[config.mk]
export PLATFORM = sky130hd
export DESIGN_NAME = seg_buf_arbiter
export DESIGN_NICKNAME = d
export VERILOG_FILES = /design/src/rtl/seg_buf_arbiter.sv
export SDC_FILE = /design/constraint.sdc
export NUM_CORES = 1
export LEC_CHECK = 0
export CAP_MARGIN = 30
export CELL_PAD_IN_SITES_DETAIL_PLACEMENT = 0
export CELL_PAD_IN_SITES_GLOBAL_PLACEMENT = 1
export CORE_UTILIZATION = 50
export CTS_CLUSTER_DIAMETER = 60
export DETAILED_ROUTE_END_ITERATION = 8
export HOLD_SLACK_MARGIN = 0.15
export PLACE_DENSITY = 0.94
export SLEW_MARGIN = 20
export SYNTH_ARGS = -nofsm -noshare
export SYNTH_HDL_FRONTEND = slang
export SYNTH_SLANG_ARGS = --single-unit
[constraint.sdc]
create_clock -name clk -period 8.83 [get_ports clk]
set_input_delay 1.766 -clock clk [delete_from_list [all_inputs] [get_ports clk]]
set_output_delay 1.766 -clock clk [all_outputs]
set_load 0.01 [all_outputs]
[src/rtl/seg_buf_arbiter.sv]
// seg_buf_arbiter: owns the eight-digit seven-segment buffer and the anode scan.
// Two requesters share the buffer through a round-robin req/gnt arbiter.
// Segments and anodes are active-low.
//
// Handshake: a requester raises req[i] with its cmd/idx/data and holds all of
// them stable until it sees gnt[i]. The command is sampled and executed at the
// edge that sets gnt[i]; gnt[i] is then high for exactly one cycle, during which
// the requester may drop req[i] or present its next command.
module seg_buf_arbiter #(
  parameter int         TICK_DIV = 10000,
  parameter logic [6:0] BLANK    = 7'h7F
) (
  input  logic       clk,
  input  logic       reset,
  input  logic [1:0] req,
  input  logic [1:0] cmd0,
  input  logic [2:0] idx0,
  input  logic [6:0] data0,
  input  logic [1:0] cmd1,
  input  logic [2:0] idx1,
  input  logic [6:0] data1,
  output logic [1:0] gnt,
  output logic       busy,
  output logic [6:0] HEX,
  output logic [7:0] AN
);

  localparam int CW = (TICK_DIV > 1) ? $clog2(TICK_DIV) : 1;
  localparam logic [CW-1:0] TICK_LAST = CW'(TICK_DIV - 1);

  localparam logic [1:0] CMD_WRITE = 2'b00;
  localparam logic [1:0] CMD_SHR   = 2'b01;
  localparam logic [1:0] CMD_SHL   = 2'b10;

  typedef enum logic [1:0] {ST_IDLE, ST_HOLD, ST_CLEAR} state_t;

  state_t        state;
  logic [6:0]    digits [8];
  logic          rr_last;
  logic [2:0]    clr_ptr;
  logic [CW-1:0] scan_cnt;

  logic          win;
  logic [1:0]    sel_cmd;
  logic [2:0]    sel_idx;
  logic [6:0]    sel_data;

  // Pick the winner (lone requester, or the one not served last on a tie) and mux its command.
  always_comb begin
    win = 1'b0;
    if (req == 2'b10) begin
      win = 1'b1;
    end else if (req == 2'b11) begin
      win = ~rr_last;
    end
    sel_cmd  = win ? cmd1  : cmd0;
    sel_idx  = win ? idx1  : idx0;
    sel_data = win ? data1 : data0;
  end

  // Arbitration FSM: grants, executes commands on the digit buffer, walks the clear pointer.
  always_ff @(posedge clk or negedge reset) begin
    if (!reset) begin
      state   <= ST_IDLE;
      gnt     <= 2'b00;
      busy    <= 1'b0;
      rr_last <= 1'b1;
      clr_ptr <= 3'd0;
      for (int k = 0; k < 8; k++) digits[k] <= BLANK;
    end else begin
      gnt <= 2'b00;
      case (state)
        ST_IDLE: begin
          if (req != 2'b00) begin
            gnt     <= win ? 2'b10 : 2'b01;
            rr_last <= win;
            busy    <= 1'b1;
            state   <= ST_HOLD;
            case (sel_cmd)
              CMD_WRITE: digits[sel_idx] <= sel_data;
              CMD_SHR: begin
                for (int k = 7; k > 0; k--) digits[k] <= digits[k-1];
                digits[0] <= sel_data;
              end
              CMD_SHL: begin
                for (int k = 0; k < 7; k++) digits[k] <= digits[k+1];
                digits[7] <= BLANK;
              end
              default: begin
                clr_ptr <= 3'd0;
                state   <= ST_CLEAR;
              end
            endcase
          end
        end
        ST_HOLD: begin
          state <= ST_IDLE;
          busy  <= 1'b0;
        end
        ST_CLEAR: begin
          digits[clr_ptr] <= BLANK;
          clr_ptr         <= clr_ptr + 3'd1;
          if (clr_ptr == 3'd7) begin
            state <= ST_IDLE;
            busy  <= 1'b0;
          end
        end
        default: begin
          state <= ST_IDLE;
          busy  <= 1'b0;
        end
      endcase
    end
  end

  // Anode scan: free-running divider, rotate the low anode bit left on every tick.
  always_ff @(posedge clk or negedge reset) begin
    if (!reset) begin
      scan_cnt <= '0;
      AN       <= 8'hFE;
    end else if (scan_cnt == TICK_LAST) begin
      scan_cnt <= '0;
      AN       <= {AN[6:0], AN[7]};
    end else begin
      scan_cnt <= scan_cnt + CW'(1);
    end
  end

  // Segment output: the digit whose anode is low; blank if the anode pattern is not one-hot-low.
  always_comb begin
    HEX = BLANK;
    case (AN)
      8'hFE:   HEX = digits[0];
      8'hFD:   HEX = digits[1];
      8'hFB:   HEX = digits[2];
      8'hF7:   HEX = digits[3];
      8'hEF:   HEX = digits[4];
      8'hDF:   HEX = digits[5];
      8'hBF:   HEX = digits[6];
      8'h7F:   HEX = digits[7];
      default: HEX = BLANK;
    endcase
  end

endmodule

# Yosys cells after proc, flatten, opt, wreduce, memory -nomap -nowiden
# Index checks and enable logic that the tools add are counted.
# totals
out_inout_bits	18
reg_bits	87
in_bits	28
# classes
reduce_logical	11
n_mux	28
n_addsub	2
n_eq_ne	19
order_cmp	4
bitwise	4
# ops
cell	count
$pmux W56 S3	1
$pmux W56 S2	1
$bwmux W56	1
$eq A8 B8 Y1 const B	7
$mux W56	1
$or A56 B56 Y56	1
$pmux W7 S8	1
$demux W7 S3	2
$mux W7	3
$add A14 B1 Y14 const B	1
$eq A14 B14 Y1 const B	1
$mux W14	1
$mux W2	7
$mux W3	3
$eq A2 B2 Y1 const B	4
$eq A8 B7 Y1 const B	1
$ge A4 B4 Y1 const B	2
$lt A4 B1 Y1 const B	2
$not A3 Y4	2
$ne A2 B2 Y1 const B	3
$pmux W3 S2	1
$reduce_and A3 Y1	2
$logic_not A2 Y1	2
$mux W1	4
other kinds (11)	14

# Logic depth before layout (Yosys ltp)
# logic_depth
depth_word	13
mapped_depth	12
depth_no_buf	9

# Worst setup path after synthesis
# Ideal clock, no wire load.
# synth_path
kind	input to register
startpoint	input port req[1]
endpoint	register digits[10] (netlist name)
t_arrival_ns	4.138
stages	12
t_required_ns	8.750
setup_time_ns	0.080
setup_slack_ns	4.612
path_cell_list	a21boi_2 buf_6 buf_8 mux2_2 inv_1 ha_1 clkbuf_1 a21oi_1 nor2_1 a221oi_4 nor2_4 o22a_1
# synth_between
elab_chain_len	13
# synth_lines
item	line	source
from (decl)	15	input logic [1:0] req,
$eq A2 B2 Y1	53	end else if (req == 2'b11) begin
$mux W1	53	
$mux W1	51	if (req == 2'b10) begin
$mux W3	57	sel_idx = win ? idx1 : idx0;
$not A3 Y4 (not written as such)	80	CMD_WRITE: digits[sel_idx] <= sel_data;
$ge A4 B4 Y1 (not written as such) / $lt A4 B1 Y1 (equally long branches)	80	
$logic_and A1 B1 Y1 (not written as such)	80	
$mux W7 (not written as such)	80	
$demux W7 S3	80	
$bwmux W56	80	
$pmux W56 S3	79	case (sel_cmd)
$mux W56	74	if (req != 2'b00) begin
$pmux W56 S2	72	case (state)
to (signal, indexed assignment)	80	
to (decl)	38	logic [6:0] digits [8];
# Several ways; a longest one is shown, not always the timed one. The select of a mux whose other input is x is not followed.
# A chain may end at the register's enable or synchronous reset.

# Final worst setup path
# layout_path
startpoint	input port req[1]
endpoint	register digits[30] (netlist name)
# Same word-level chain as after synthesis.

==> flow_summary_export.csv <==
group,metric,value,unit
setup_path,worstPathMaxFanout,54,
logic_synthesis,syn_nets,590,
clock_tree,htree_levels,3,
logic_synthesis,synth.area.top_cells,"dfstp_2 30%, dfrtp_1 10%, a22oi_1 8.1%",
floorplanning,row_count,38,
clock_tree,postCtsSetupBuffers,0,
global_route,grt_pass1_wl,26000,µm
setup_path,cp-end-kind,"flip-flop",
clock_tree,cts-root-buf,"clkbuf_8",
layout,diodes,0,
power,p_leak,2.19,nW
logic_synthesis,synth_area,5550,µm²
global_route,grt_max_degree,55,
floorplanning,die_w,107,µm
timing,finalCritPeriodShare,63.4,%
routing,drt_wl_total,16600,µm
placement,io_buffers,45,
clock_tree,cts-resized-gates,0,
logic_synthesis,synth_edf_count,0,
layout,fin_nets,619,
timing,drv_slew,0,
setup_path,critical_path_class,"input pin to flip-flop",
global_route,grt_overflow,0,
routing,route.detailed.drc,0,
clock_tree,cts_buffers,9,
floorplanning,core-area,10800,µm²
timing,grt_setup_unrepaired,"no",
layout,area.growth.synth_to_final,12.9,%
logic_synthesis,postSynthAreaPerCell,9.98,µm²
routing,dr.first_iter.drc_count,723,
flow_run,maxCapViolCount,0,
floorplanning,start_util,51.2,%
logic_synthesis,yosysTopAreaCellShare,30.3,%
setup_path,cp.required,9.14,ns
timing,setup_viol,0,
placement,placed_cells,712,
timing,slew-limit-headroom,34.0,%
layout,final_area,6260,µm²
floorplanning,dieArea,11500,µm²
global_route,antenna_found_initial,0,
logic_synthesis,synth_seq_area_share,40.7,%
placement,place_hpwl,12000,µm
setup_path,startpoint_type,"input pin",
power,irDropWorstVdd,0.139,mV
floorplanning,die_h,107,µm
global_route,grtUsageTotal,29.8,%
worst_hold_path,hold_path.class,"flip-flop to flip-flop",
clock_tree,clock-sinks,87,
power,power.switching,0.731,mW
layout,seq_area,2260,µm²
outcome,status,"finished clean",
clock_tree,hold_buffers,0,
placement,placed_area,6070,µm²
placement,place.gp.congestion,1.02,
power,internal-power,1.08,mW
layout,fill_cells,971,
timing,max_freq,0.179,GHz
power,p_seq_share,46.4,%
logic_synthesis,yosys-top-cells-count,"73 x nor2_1, 64 x dfstp_2, 60 x a22oi_1, 36 x o22a_1, 24 x clkbuf_1",
logic_synthesis,synth-seq-cells,87,
logic_synthesis,async_flop_share,100,%
layout,multi_input_area,3110,µm²
clock_tree,cts_tree,"built",
logic_synthesis,syn_inst,556,
clock_tree,cts_max_path_buffers,2,
timing,hold_violations,0,
timing,period_needed,5.60,ns
global_route,first_global_vias,4806,
routing,ant_nets,0,
layout,post_layout_nonfiller_instances,730,
routing,vias,5061,
power,p_sw_share,40.5,%
logic_synthesis,synth_top_area_cell,"dfstp_2",
floorplanning,io_pins,46,
timing,fin_hold_ws,0.468,ns
layout,drive_gt1_share,21.7,%
clock_tree,clock_latency,0.38,ns
setup_path,crit_arrival,5.91,ns
timing,tightestPinTransition,0.991,ns
power,p_comb_share,39.0,%
clock_tree,clkTransAtPathRegs,0.09,ns
timing,fin_skew,0.0171,ns
power,powerDensity,288,nW/µm²
logic_synthesis,synth_ff_type,"dfstp_2",
timing,setup_tns,0,ns
routing,via_per_inst,6.93,
routing,first_pass_iters,6,
logic_synthesis,ys_warn_count,0,
logic_synthesis,yosysMostFrequentCell,"nor2_1",
logic_synthesis,synthDistinctLibCells,58,
power,clkPwrFrac,14.5,%
routing,routedWlPerCell,22.7,µm
==> per-stage QoR <==
step / power (mW) / utilization, % / setup slack, ns
finish: 1.81 / 57.8 / 3.23
global route: 1.90 / 57.8 / 2.95
CTS: 1.79 / 57.7 / 3.31
detailed placement: 1.53 / 56.0 / 2.91
global placement: 1.50 / 55.8 / 3.05
floorplan: 1.30 / - / 4.61
==> registers in the layout, summed over array words and instances, names as in the netlist <==
name,flops
rr_last,1
state,2
busy,1
gnt,2
digits,56
AN,8
clr_ptr,3
scan_cnt,14
==> worst paths after layout <==
check	startpoint	endpoint	slack [ns]	cells after the start
max	req[1]	digits[30]	3.23	9
min	scan_cnt[0]	scan_cnt[0]	0.47	1
max reg2reg	rr_last	digits[30]	4.85	8
min reg2reg	scan_cnt[0]	scan_cnt[0]	0.47	1
max in group asynchronous	reset	digits[0]	6.76	2
min in group asynchronous	reset	scan_cnt[10]	1.37	1
==> critical path, stage by stage <==
cell and delay, ns:
clkdlybuf4s50_1 0.55, a21boi_2 0.62, mux2_2 0.45, ha_1 0.59, inv_2 0.78, o21ai_0 0.37
o21ai_0 0.42, nor2_4 0.10, o22a_1 0.25
==> placed cells by master, fill, tap and decap left out, types with 3 or more instances in the layout <==
cell type and count:
nor3_1 5, a21oi_1 12, xnor2_1 5, o22ai_1 23, a21bo_2 3, a22oi_1 60
nand4_1 6, o32a_1 14, nand3_1 7, a221oi_1 7, clkbuf_8 9, nor2_1 73
inv_1 5, or2_2 10, o22a_1 36, o2bb2ai_1 21, a32oi_1 5, mux2i_1 12
nand2_1 21, a2bb2oi_1 7, and3_1 4, nand3b_1 7, ha_1 6, o21ai_1 3
dfrtp_1 23, dfstp_2 64, nor2b_1 11, a221oi_4 5, o21ai_0 11, nor3b_1 5
buf_4 5, a22o_1 3, clkdlybuf4s50_1 44, xor2_1 5, inv_6 3, a32o_1 4
mux2_2 10, nor4b_1 4
==> layout make-up <==
type                       instances  share of cell area, %
multi-input combinational        429                   49.7
sequential                        87                   36.0
inverter                           6                  0.360
clock buffer                      10                   2.04
timing repair buffer              52                   8.27
tap                              140                   2.80
clock inverter                     6                  0.759
==> routing by layer <==
metal | vias to the layer above | routed length [µm] | track usage, %
met2 | 279 | 7620 | 46.0
li1 | 2244 | - | -
met3 | 43 | 1560 | 7.81
met4 | 0 | 459 | 11.1
met1 | 2495 | 6920 | 40.3
met5 | - | 0 | 0
==> power by group through the flow <==
stage / logic, mW / clock network [mW] / registers (mW)
2_1_floorplan: 0.554 / 0 / 0.747
3_5_place_dp: 0.695 / 0 / 0.831
6_report: 0.705 / 0.263 / 0.839
4_1_cts: 0.699 / 0.269 / 0.824
3_3_place_gp: 0.670 / 0 / 0.831
5_1_grt: 0.765 / 0.288 / 0.849
==> cells by family (layout without fill, tap and decap cells) <==
logic type	after synthesis	after routing	synth area share, %
XOR/XNOR	10	10	1.58
flip-flops	87	87	40.7
AO/OA/AOI/OAI	224	224	33.5
adder cells (fa/ha/maj)	6	6	1.35
multiplexers	23	23	4.47
buffers and inverters	40	74	3.16
AND/OR/NAND/NOR	166	166	15.2
Power figures use the tool's default switching activity.
